==> src/rtl/spi_xfer_sequencer_if.sv <==
`default_nettype none
// ============================================================================
//  Module   : spi_xfer_sequencer_if
//  Purpose  : Bundles the bus-side TX/RX valid/ready streams, the SPI master
//             handshake and the status/error signals of spi_xfer_sequencer.
//  Modports : slave  - the sequencer itself (drives tx_ready, rx_*, spi_start,
//                      spi_wdata, busy, timeout_err, levels)
//             master - the surrounding environment (producer, consumer and
//                      SPI master core)
//  Params   : BIT_WIDTH / TX_DEPTH / RX_DEPTH must match the values given to
//             the sequencer instance that uses this interface.
//  Revision : 1.0 - initial release
// ============================================================================
interface spi_xfer_sequencer_if #(
   parameter int BIT_WIDTH = 16,
   parameter int TX_DEPTH  = 8,
   parameter int RX_DEPTH  = 8
);
   // bus-side TX stream
   logic [BIT_WIDTH-1:0]      tx_data;
   logic                      tx_valid;
   logic                      tx_ready;
   // bus-side RX stream
   logic [BIT_WIDTH-1:0]      rx_data;
   logic                      rx_valid;
   logic                      rx_ready;
   // SPI master handshake
   logic                      spi_start;
   logic [BIT_WIDTH-1:0]      spi_wdata;
   logic                      spi_done;
   logic [BIT_WIDTH-1:0]      spi_rdata;
   // status / error
   logic                      busy;
   logic                      timeout_err;
   logic                      err_clr;
   logic [$clog2(TX_DEPTH):0] tx_level;
   logic [$clog2(RX_DEPTH):0] rx_level;

   modport slave (
      input  tx_data, tx_valid, rx_ready, spi_done, spi_rdata, err_clr,
      output tx_ready, rx_data, rx_valid, spi_start, spi_wdata,
             busy, timeout_err, tx_level, rx_level
   );

   modport master (
      output tx_data, tx_valid, rx_ready, spi_done, spi_rdata, err_clr,
      input  tx_ready, rx_data, rx_valid, spi_start, spi_wdata,
             busy, timeout_err, tx_level, rx_level
   );
endinterface
`default_nettype wire

==> src/rtl/spi_xfer_sequencer.sv <==
`default_nettype none
// ============================================================================
//  Module   : spi_xfer_sequencer
//  Purpose  : Buffers outgoing words in a TX FIFO, launches one SPI transfer
//             per word (start pulse held 2 cycles, wdata held stable), waits
//             for the master's done pulse and stores the received word in an
//             RX FIFO. A watchdog aborts transfers that never complete.
//  Ports    : clk   - clock
//             rst_n - asynchronous active-low reset
//             bus   - spi_xfer_sequencer_if.slave (TX/RX streams, SPI
//                     handshake, busy, timeout_err/err_clr, FIFO levels)
//  Revision : 1.0 - initial release
// ============================================================================
module spi_xfer_sequencer #(
   parameter int BIT_WIDTH  = 16,
   parameter int TX_DEPTH   = 8,
   parameter int RX_DEPTH   = 8,
   parameter int TIMEOUT    = 1024,
   parameter int GAP_CYCLES = 2
) (
   input wire                   clk,
   input wire                   rst_n,
   spi_xfer_sequencer_if.slave  bus
);

   localparam int c_TX_AW  = $clog2(TX_DEPTH);
   localparam int c_RX_AW  = $clog2(RX_DEPTH);
   localparam int c_TX_LW  = c_TX_AW + 1;
   localparam int c_RX_LW  = c_RX_AW + 1;
   localparam int c_WD_W   = $clog2(TIMEOUT);
   localparam int c_GAP_W  = $clog2(GAP_CYCLES + 1);

   localparam logic [c_TX_AW-1:0] c_TX_PTR_ONE = c_TX_AW'(1);
   localparam logic [c_RX_AW-1:0] c_RX_PTR_ONE = c_RX_AW'(1);
   localparam logic [c_TX_LW-1:0] c_TX_LVL_ONE = c_TX_LW'(1);
   localparam logic [c_RX_LW-1:0] c_RX_LVL_ONE = c_RX_LW'(1);
   localparam logic [c_TX_LW-1:0] c_TX_FULL    = c_TX_LW'(TX_DEPTH);
   localparam logic [c_RX_LW-1:0] c_RX_FULL    = c_RX_LW'(RX_DEPTH);
   localparam logic [c_WD_W-1:0]  c_WD_ONE     = c_WD_W'(1);
   localparam logic [c_WD_W-1:0]  c_WD_LAST    = c_WD_W'(TIMEOUT - 1);
   localparam logic [c_GAP_W-1:0] c_GAP_ONE    = c_GAP_W'(1);
   localparam logic [c_GAP_W-1:0] c_GAP_LAST   = c_GAP_W'(GAP_CYCLES - 1);

   typedef enum logic [2:0] {
      S_IDLE  = 3'd0,
      S_LOAD  = 3'd1,
      S_START = 3'd2,
      S_WAIT  = 3'd3,
      S_GAP   = 3'd4
   } state_t;

   state_t               r_state;
   logic                 r_spi_start;
   logic [BIT_WIDTH-1:0] r_spi_wdata;
   logic                 r_timeout_err;
   logic [1:0]           r_start_cnt;
   logic [c_WD_W-1:0]    r_wd_cnt;
   logic [c_GAP_W-1:0]   r_gap_cnt;

   // ------------------------------------------------------------------ TX FIFO
   logic [BIT_WIDTH-1:0] r_tx_mem [TX_DEPTH];
   logic [c_TX_AW-1:0]   r_tx_wr_ptr;
   logic [c_TX_AW-1:0]   r_tx_rd_ptr;
   logic [c_TX_LW-1:0]   r_tx_count;
   logic                 w_tx_ready;
   logic                 w_tx_push;
   logic                 w_tx_pop;

   assign w_tx_ready = (r_tx_count != c_TX_FULL);
   assign w_tx_push  = bus.tx_valid && w_tx_ready;
   // LOAD is only entered with a non-empty TX FIFO, so the pop is always legal.
   assign w_tx_pop   = (r_state == S_LOAD);

   always_ff @(posedge clk) begin
      if (w_tx_push) begin
         r_tx_mem[r_tx_wr_ptr] <= bus.tx_data;
      end
   end

   always_ff @(posedge clk or negedge rst_n) begin
      if (!rst_n) begin
         r_tx_wr_ptr <= '0;
         r_tx_rd_ptr <= '0;
         r_tx_count  <= '0;
      end else begin
         if (w_tx_push) r_tx_wr_ptr <= r_tx_wr_ptr + c_TX_PTR_ONE;
         if (w_tx_pop)  r_tx_rd_ptr <= r_tx_rd_ptr + c_TX_PTR_ONE;
         case ({w_tx_push, w_tx_pop})
            2'b10:   r_tx_count <= r_tx_count + c_TX_LVL_ONE;
            2'b01:   r_tx_count <= r_tx_count - c_TX_LVL_ONE;
            default: r_tx_count <= r_tx_count;
         endcase
      end
   end

   // ------------------------------------------------------------------ RX FIFO
   logic [BIT_WIDTH-1:0] r_rx_mem [RX_DEPTH];
   logic [c_RX_AW-1:0]   r_rx_wr_ptr;
   logic [c_RX_AW-1:0]   r_rx_rd_ptr;
   logic [c_RX_LW-1:0]   r_rx_count;
   logic                 w_rx_valid;
   logic                 w_rx_push;
   logic                 w_rx_pop;

   assign w_rx_valid = (r_rx_count != '0);
   // No full check needed: a slot was reserved in IDLE before launching.
   assign w_rx_push  = (r_state == S_WAIT) && bus.spi_done;
   assign w_rx_pop   = w_rx_valid && bus.rx_ready;

   always_ff @(posedge clk) begin
      if (w_rx_push) begin
         r_rx_mem[r_rx_wr_ptr] <= bus.spi_rdata;
      end
   end

   always_ff @(posedge clk or negedge rst_n) begin
      if (!rst_n) begin
         r_rx_wr_ptr <= '0;
         r_rx_rd_ptr <= '0;
         r_rx_count  <= '0;
      end else begin
         if (w_rx_push) r_rx_wr_ptr <= r_rx_wr_ptr + c_RX_PTR_ONE;
         if (w_rx_pop)  r_rx_rd_ptr <= r_rx_rd_ptr + c_RX_PTR_ONE;
         case ({w_rx_push, w_rx_pop})
            2'b10:   r_rx_count <= r_rx_count + c_RX_LVL_ONE;
            2'b01:   r_rx_count <= r_rx_count - c_RX_LVL_ONE;
            default: r_rx_count <= r_rx_count;
         endcase
      end
   end

   // ---------------------------------------------------------------------- FSM
   logic w_wd_expire;

   // done in the final watchdog cycle still counts as a completed transfer
   assign w_wd_expire = (r_state == S_WAIT) && !bus.spi_done && (r_wd_cnt == c_WD_LAST);

   always_ff @(posedge clk or negedge rst_n) begin
      if (!rst_n) begin
         r_state       <= S_IDLE;
         r_spi_start   <= 1'b0;
         r_spi_wdata   <= '0;
         r_timeout_err <= 1'b0;
         r_start_cnt   <= '0;
         r_wd_cnt      <= '0;
         r_gap_cnt     <= '0;
      end else begin
         case (r_state)
            S_IDLE: begin
               if ((r_tx_count != '0) && (r_rx_count < c_RX_FULL)) begin
                  r_state <= S_LOAD;
               end
            end
            S_LOAD: begin
               r_spi_wdata <= r_tx_mem[r_tx_rd_ptr];
               r_start_cnt <= '0;
               r_state     <= S_START;
            end
            // First START cycle leaves spi_start low so wdata has a full cycle
            // of setup; the next two cycles drive spi_start high.
            S_START: begin
               if (r_start_cnt == 2'd2) begin
                  r_spi_start <= 1'b0;
                  r_wd_cnt    <= '0;
                  r_state     <= S_WAIT;
               end else begin
                  r_spi_start <= 1'b1;
                  r_start_cnt <= r_start_cnt + 2'd1;
               end
            end
            S_WAIT: begin
               if (bus.spi_done || w_wd_expire) begin
                  r_gap_cnt <= '0;
                  r_state   <= S_GAP;
               end else begin
                  r_wd_cnt <= r_wd_cnt + c_WD_ONE;
               end
            end
            S_GAP: begin
               if (r_gap_cnt == c_GAP_LAST) begin
                  r_state <= S_IDLE;
               end else begin
                  r_gap_cnt <= r_gap_cnt + c_GAP_ONE;
               end
            end
            default: begin
               r_spi_start <= 1'b0;
               r_state     <= S_IDLE;
            end
         endcase

         // setting wins over a simultaneous clear request
         if (w_wd_expire) begin
            r_timeout_err <= 1'b1;
         end else if (bus.err_clr) begin
            r_timeout_err <= 1'b0;
         end
      end
   end

   // ------------------------------------------------------------------ outputs
   assign bus.tx_ready    = w_tx_ready;
   assign bus.tx_level    = r_tx_count;
   assign bus.rx_valid    = w_rx_valid;
   assign bus.rx_data     = w_rx_valid ? r_rx_mem[r_rx_rd_ptr] : '0;
   assign bus.rx_level    = r_rx_count;
   assign bus.spi_start   = r_spi_start;
   assign bus.spi_wdata   = r_spi_wdata;
   assign bus.busy        = (r_state != S_IDLE);
   assign bus.timeout_err = r_timeout_err;

endmodule
`default_nettype wire

==> src/flat_wrapper.sv <==
// flat-port wrapper written by rule: the top's interface ports become plain ports
module spi_xfer_sequencer_flat 
#(
   parameter int BIT_WIDTH  = 16,
   parameter int TX_DEPTH   = 8,
   parameter int RX_DEPTH   = 8,
   parameter int TIMEOUT    = 1024,
   parameter int GAP_CYCLES = 2
)
  (clk, rst_n, bus_tx_data, bus_tx_valid, bus_rx_ready, bus_spi_done, bus_spi_rdata, bus_err_clr, bus_tx_ready, bus_rx_data, bus_rx_valid, bus_spi_start, bus_spi_wdata, bus_busy, bus_timeout_err, bus_tx_level, bus_rx_level);
  spi_xfer_sequencer_if #(.BIT_WIDTH(BIT_WIDTH), .TX_DEPTH(TX_DEPTH), .RX_DEPTH(RX_DEPTH)) bus_i ();
  input wire clk;
  input wire rst_n;
  input wire logic [$bits(bus_i.tx_data)-1:0] bus_tx_data;
  input wire logic [$bits(bus_i.tx_valid)-1:0] bus_tx_valid;
  input wire logic [$bits(bus_i.rx_ready)-1:0] bus_rx_ready;
  input wire logic [$bits(bus_i.spi_done)-1:0] bus_spi_done;
  input wire logic [$bits(bus_i.spi_rdata)-1:0] bus_spi_rdata;
  input wire logic [$bits(bus_i.err_clr)-1:0] bus_err_clr;
  output wire logic [$bits(bus_i.tx_ready)-1:0] bus_tx_ready;
  output wire logic [$bits(bus_i.rx_data)-1:0] bus_rx_data;
  output wire logic [$bits(bus_i.rx_valid)-1:0] bus_rx_valid;
  output wire logic [$bits(bus_i.spi_start)-1:0] bus_spi_start;
  output wire logic [$bits(bus_i.spi_wdata)-1:0] bus_spi_wdata;
  output wire logic [$bits(bus_i.busy)-1:0] bus_busy;
  output wire logic [$bits(bus_i.timeout_err)-1:0] bus_timeout_err;
  output wire logic [$bits(bus_i.tx_level)-1:0] bus_tx_level;
  output wire logic [$bits(bus_i.rx_level)-1:0] bus_rx_level;
  assign bus_i.tx_data = bus_tx_data;
  assign bus_i.tx_valid = bus_tx_valid;
  assign bus_i.rx_ready = bus_rx_ready;
  assign bus_i.spi_done = bus_spi_done;
  assign bus_i.spi_rdata = bus_spi_rdata;
  assign bus_i.err_clr = bus_err_clr;
  assign bus_tx_ready = bus_i.tx_ready;
  assign bus_rx_data = bus_i.rx_data;
  assign bus_rx_valid = bus_i.rx_valid;
  assign bus_spi_start = bus_i.spi_start;
  assign bus_spi_wdata = bus_i.spi_wdata;
  assign bus_busy = bus_i.busy;
  assign bus_timeout_err = bus_i.timeout_err;
  assign bus_tx_level = bus_i.tx_level;
  assign bus_rx_level = bus_i.rx_level;
  spi_xfer_sequencer #(.BIT_WIDTH(BIT_WIDTH), .TX_DEPTH(TX_DEPTH), .RX_DEPTH(RX_DEPTH), .TIMEOUT(TIMEOUT), .GAP_CYCLES(GAP_CYCLES)) u_core (.clk(clk), .rst_n(rst_n), .bus(bus_i));
endmodule
==> config.mk <==
export PLATFORM = sky130hd
export DESIGN_NAME = spi_xfer_sequencer_flat
export DESIGN_NICKNAME = d
export VERILOG_FILES = /design/src/rtl/spi_xfer_sequencer_if.sv /design/src/rtl/spi_xfer_sequencer.sv /design/src/flat_wrapper.sv
export SDC_FILE = /design/constraint.sdc
export NUM_CORES = 1
export LEC_CHECK = 0
export CAP_MARGIN = 30
export CORE_UTILIZATION = 35
export CTS_CLUSTER_SIZE = 24
export DETAILED_ROUTE_END_ITERATION = 10
export RECOVER_POWER = 25
export SLEW_MARGIN = 30
export SYNTH_ARGS = -nofsm -noshare
export SYNTH_HDL_FRONTEND = slang
export SYNTH_SLANG_ARGS = --single-unit
==> constraint.sdc <==
create_clock -name clk -period 3.3 [get_ports clk]
set_clock_uncertainty 0.2 [all_clocks]
set_input_delay 0.99 -clock clk [delete_from_list [all_inputs] [get_ports clk]]
set_output_delay 0.99 -clock clk [all_outputs]
set_load 0.1 [all_outputs]
==> flow_metrics.env <==
export IMPL_antenna_found_initial=1
export IMPL_routedWlPerCell_um=19.2
export IMPL_crit_fanout=20
export IMPL_worst_slew_pin_slew_ns=1.24
export IMPL_start_util_pct=35.8
export IMPL_final_util_pct=44.3
export IMPL_root_buffer="clkbuf_16"
export IMPL_n_fill_cell=2998
export IMPL_endpoint_kind="output port"
export IMPL_status="finished, final reports clean"
export IMPL_drtAntennaViolNets=0
export IMPL_first_pass_iters=4
export IMPL_async_flop_share_pct=17.7
export IMPL_vias_per_cell=4.99
export IMPL_die_y_um=191
export IMPL_finalSetupViolCount=0
export IMPL_min_path_type="reg2reg"
export IMPL_layout_drive_gt1_share_pct=30.6
export IMPL_boundaryPins=83
export IMPL_layout_common_cells="edfxtp_1, mux4_2, buf_4, dfrtp_1, nor2_1"
export IMPL_syn_num_nets=721
export IMPL_diodes=0
export IMPL_grt_pass1_vias=6447
export IMPL_cp_slowest_stage_delay_ns=0.56
export IMPL_arrival_ns=2.10
export IMPL_multi_input_comb_area_mm2=0.00342
export IMPL_totalWireLength_um=24400
export IMPL_yosysUniqueCellTypes=50
export IMPL_hold_buffers=0
export IMPL_tns_ns=0
export IMPL_h_tree_depth=2
export IMPL_insertion_delay_ns=0.50
export IMPL_synth_seq_cells=311
export IMPL_drtIter0Drc=419
export IMPL_track_usage_pct=13.8
export IMPL_place_congestion=0.736
export IMPL_rsz0062_at_grt="true"
export IMPL_grt_pass1_wl_um=37900
export IMPL_final_nets=837
export IMPL_slew_violations=0
export IMPL_synth_edff_count=256
export IMPL_synth_warnings=0
export IMPL_clk_path_buf_depth=3
export IMPL_cts_buffers_inserted=35
export IMPL_seq_area_mm2=0.00907
export IMPL_post_route_min_period_ns=3.29
export IMPL_cap_violations=0
export IMPL_period_share_pct=99.7
export IMPL_synth_avg_cell_area_um2=18.6
export IMPL_critPathKind="reg2out"
export IMPL_clk_pin_slew_ns=0.06
export IMPL_num_vias=6327
export IMPL_maxSlewHeadroom_pct=17.4
export IMPL_grt_max_degree=39
export IMPL_max_freq_ghz=0.304
export IMPL_crit_top_cell="buf_12"
export IMPL_hold_viol_final=0
export IMPL_pre_cts_ws_ns=0.0790
export IMPL_yosysSeqAreaShare_pct=72.8
export IMPL_layout_commonest_cell="edfxtp_1"
export IMPL_slowest_stage="mux4_2"
export IMPL_area_growth_pct=23.8
export IMPL_die_area_mm2=0.0364
export IMPL_syn_inst=671
export IMPL_ys_dominant_reg_cell="edfxtp_1"
export IMPL_hpwlAfterDp_um=14100
export IMPL_crit_required_ns=2.11
export IMPL_cp_start_kind="flip-flop"
export IMPL_cts_sinks=311
export IMPL_io_buffers=82
export IMPL_syn_area_mm2=0.0125
export IMPL_cts_tree="yes"
export IMPL_cp_cell_sequence="buf_12 -> mux4_2 -> mux2i_4 -> nor2_2 -> buf_12"
export IMPL_core_mm2=0.0348
export IMPL_worst_slack_ns=0.00921
export IMPL_globalRouteOverflowTotal=0
export IMPL_num_rows=68
export IMPL_dieWidth_um=191
export IMPL_drc=0
export IMPL_whs_ns=0.275
through the flow:
stage | std cells | area [µm²]
3_3_place_gp | 1205 | 14200
4_1_cts | 1269 | 15400
3_5_place_dp | 1205 | 14200
6_report | 1269 | 15400
2_1_floorplan | 671 | 12600
5_1_grt | 1269 | 15400
repair_timing:
item | CTS | global route
gates resized for setup | 13 | 9
buffers inserted | 0 | 0
setup endpoints to repair | 15 | 16
gates cloned | 0 | 0
synthesized netlist by cell type (3+ instances only):
master | instances | area, µm²
nor2_1 | 50 | 188
and3_1 | 5 | 31.3
nand3_1 | 7 | 35.0
nand2b_1 | 5 | 31.3
a31oi_1 | 7 | 43.8
o21ai_0 | 12 | 60.1
dfrtp_1 | 55 | 1380
mux2_2 | 6 | 67.6
xnor2_1 | 11 | 96.3
a22o_1 | 3 | 26.3
xor2_1 | 8 | 70.1
a21oi_1 | 23 | 115
mux4_2 | 64 | 1440
nor3_1 | 9 | 45.0
mux2i_1 | 36 | 360
inv_1 | 9 | 33.8
edfxtp_1 | 256 | 7690
nand2_1 | 14 | 52.6
ha_1 | 12 | 150
nor3b_1 | 3 | 22.5
buf_6 | 3 | 33.8
nor2b_1 | 7 | 43.8
a41oi_1 | 4 | 35.0
clkbuf_1 | 15 | 56.3
nor4_1 | 6 | 37.5
buf_2 | 11 | 55.1
o41ai_1 | 3 | 26.3
metal layers:
layer | global-route usage, % | share of wire, %
met4 | 3.91 | 2.2
met5 | 0 | 0.049
met3 | 2.32 | 4.0
met1 | 18.2 | 44
met2 | 23.3 | 50
path summary, 6_finish.rpt:
check                                  startpoint  slack (ns)                  endpoint  depth (start not counted)
max in group asynchronous                   rst_n        0.68     u_core.r_rx_rd_ptr[0]                          2
max                         u_core.r_rx_rd_ptr[0]       0.009            bus_rx_data[3]                          5
min                         u_core.r_rx_rd_ptr[2]        0.28     u_core.r_rx_rd_ptr[2]                          1
min reg2reg                 u_core.r_rx_rd_ptr[2]        0.28     u_core.r_rx_rd_ptr[2]                          1
max reg2reg                u_core.bus.rx_level[3]        0.49    u_core.bus.rx_level[2]                         10
min in group asynchronous                   rst_n        0.53  u_core.bus.spi_wdata[11]                          1
cell type report:
type	count	share of cell area (%)
multi-input combinational	316	22.2
tap	455	3.69
clock buffer	45	5.99
sequential	311	58.8
inverter	10	0.243
timing repair buffer	113	7.88
clock inverter	19	1.21
state kept, by name (all words and copies together) (netlist names):
signal,cells
u_core.r_rx_mem,128
u_core.r_tx_mem,128
u_core.bus.spi_wdata,16
u_core.r_wd_cnt,10
u_core.bus.rx_level,4
u_core.bus.tx_level,4
u_core.r_rx_rd_ptr,3
u_core.r_rx_wr_ptr,3
u_core.r_state,3
u_core.r_tx_rd_ptr,3
u_core.r_tx_wr_ptr,3
u_core.r_gap_cnt,2
u_core.r_start_cnt,2
u_core.bus.spi_start,1
u_core.bus.timeout_err,1
worst max-delay path: cells and delay by family (launching register included):
kind	cells	cell delay [ns]
buffers and inverters	2	0.36
flip-flops	1	0.39
multiplexers	2	0.77
AND/OR/NAND/NOR	1	0.07
logic make-up (layout without fill, tap and decap cells):
group | Yosys count | after routing | synth area share (%)
adders and majority gates | 12 | 12 | 1.21
muxes | 108 | 108 | 15.2
and+or+nand+nor | 117 | 117 | 4.77
AOI/OAI and AO/OA | 60 | 60 | 3.03
DFF | 311 | 311 | 72.8
xor gates and xnor gates | 19 | 19 | 1.34
buffers and inverters | 44 | 187 | 1.69
Power is left out: the tool's default activity adds up to more than one toggle a clock period on the data nets, which glitch-free logic cannot reach.
==> edit, RTL diff (same flow settings) <==
The 5 states of `state_t` get a one-hot encoding in 5 bits.
--- a/src/rtl/spi_xfer_sequencer.sv
+++ b/src/rtl/spi_xfer_sequencer.sv
@@ -41,12 +41,12 @@
    localparam logic [c_GAP_W-1:0] c_GAP_ONE    = c_GAP_W'(1);
    localparam logic [c_GAP_W-1:0] c_GAP_LAST   = c_GAP_W'(GAP_CYCLES - 1);
 
-   typedef enum logic [2:0] {
-      S_IDLE  = 3'd0,
-      S_LOAD  = 3'd1,
-      S_START = 3'd2,
-      S_WAIT  = 3'd3,
-      S_GAP   = 3'd4
+   typedef enum logic [4:0] {
+      S_IDLE  = 5'b00001,
+      S_LOAD  = 5'b00010,
+      S_START = 5'b00100,
+      S_WAIT  = 5'b01000,
+      S_GAP   = 5'b10000
    } state_t;
 
    state_t               r_state;
Function: same outputs for any inputs over 10 cycles, from zero or initial values and one cycle with rst_n low; not proved beyond that.
==> edit against the unedited design <==
The run now ends with max-capacitance violations, max-slew violations, negative setup slack left. Fmax down 3.4%. Routed wire length up 1.9%. Setup slack worse by 0.11 ns. Synthesized cell count down 0.30%. Synthesized area up 1.1%. Highest routed layer unchanged. Sequential share of layout area down 0.16 points. Design area up 0.84%. Die area up 1.1%. Sequential cell count up 2. Core utilization down 0.49 points. Critical endpoint is now bus_rx_data[14].
==> edit: results (changes against the unedited design) <==
| Metric | Value |
|---|---|
| Layout cells sized above 1 | 0.306 (about the same) |
| Tightest Pin Transition | 1.66 ns (was 1.24 ns) |
| Met3 Use GR | 0.0269 (was 0.0232) |
| Max-capacitance violation count | 1 (was 0) |
| NumNets Final | 843 (was 837) |
| WL/cell | 19.4 µm (was 19.2 µm) |
| # setup viols final | 14 (was 0) |
| Largest net degree at the start of global routing | 58 (was 39) |
| Status | finished, violations left (was completed) |
| Max-slew violations | 58 (was 0) |
| CP Capture Point | bus_rx_data[14] (was bus_rx_data[3]) |
| Placed cells | 1,212 (was 1,205) |
| Initial antenna violation count | 3 (was 1) |
| Seq/Total Area, Yosys | 0.724 (was 0.728) |
| First-pass GRT wire length | 38.9 mm (was 37.9 mm) |
| Vias per cell | 4.97 (was 4.99) |
| DP HPWL | 14.3 mm (was 14.1 mm) |
| Failing checks | max-capacitance violations, max-slew violations, negative setup slack |
| Num CTS Buffers | 34 (was 35) |
| Synth unique cells | 57 (was 50) |
| Tot GR Track Use | 0.140 (was 0.138) |
| Number of buffers added for setup after CTS | 3 (was 0) |
| Most frequent cells after synthesis | edfxtp_1 (256), mux4_2 (64), dfrtp_1 (56), mux2i_1 (35), nand2_1 (32) (was edfxtp_1 (256), mux4_2 (64), dfrtp_1 (55), nor2_1 (50), mux2i_1 (36)) |
| Grt met1 use | 0.183 (was 0.182) |
| Wl on met1 | 11.0 mm (was 10.8 mm) |
| WL met3 | 1.01 mm (was 967 µm) |
| Total Wirelength | 24.8 mm (was 24.4 mm) |
| Drt initial violations | 315 (was 419) |
| Worst setup margin | -0.105 ns (was 0.00921 ns) |
## edit: cells by family (layout without fill, tap and decap cells)
logic type,count (synthesis),in the layout,synth area share
flip-flops,313,313,0.724
AND/OR/NAND/NOR,120,120,0.0492
multiplexers,105,105,0.149
AO/OA/AOI/OAI,58,58,0.0367
buffers and inverters,41,189,0.0155
XOR/XNOR,19,19,0.0132
adder cells (fa/ha/maj),13,13,0.0129
## edit: area by class of cell
type | instances | area (µm²)
multi-input combinational | 315 | 3420
clock inverter | 14 | 136
timing repair buffer | 119 | 1340
clock buffer | 47 | 930
sequential | 313 | 9120
tap | 461 | 577
fill | 3064 | 19900
inverter | 9 | 36.3
## edit: power groups by stage
stage / registers, mW / logic, mW / clock network, mW
floorplan: 6.15 / 3.84 / 0
CTS: 5.29 / 6.81 / 3.73
detailed placement: 5.36 / 6.61 / 0
global placement: 5.35 / 6.58 / 0
global route: 5.35 / 7.15 / 3.88
finish: 5.27 / 6.76 / 3.62
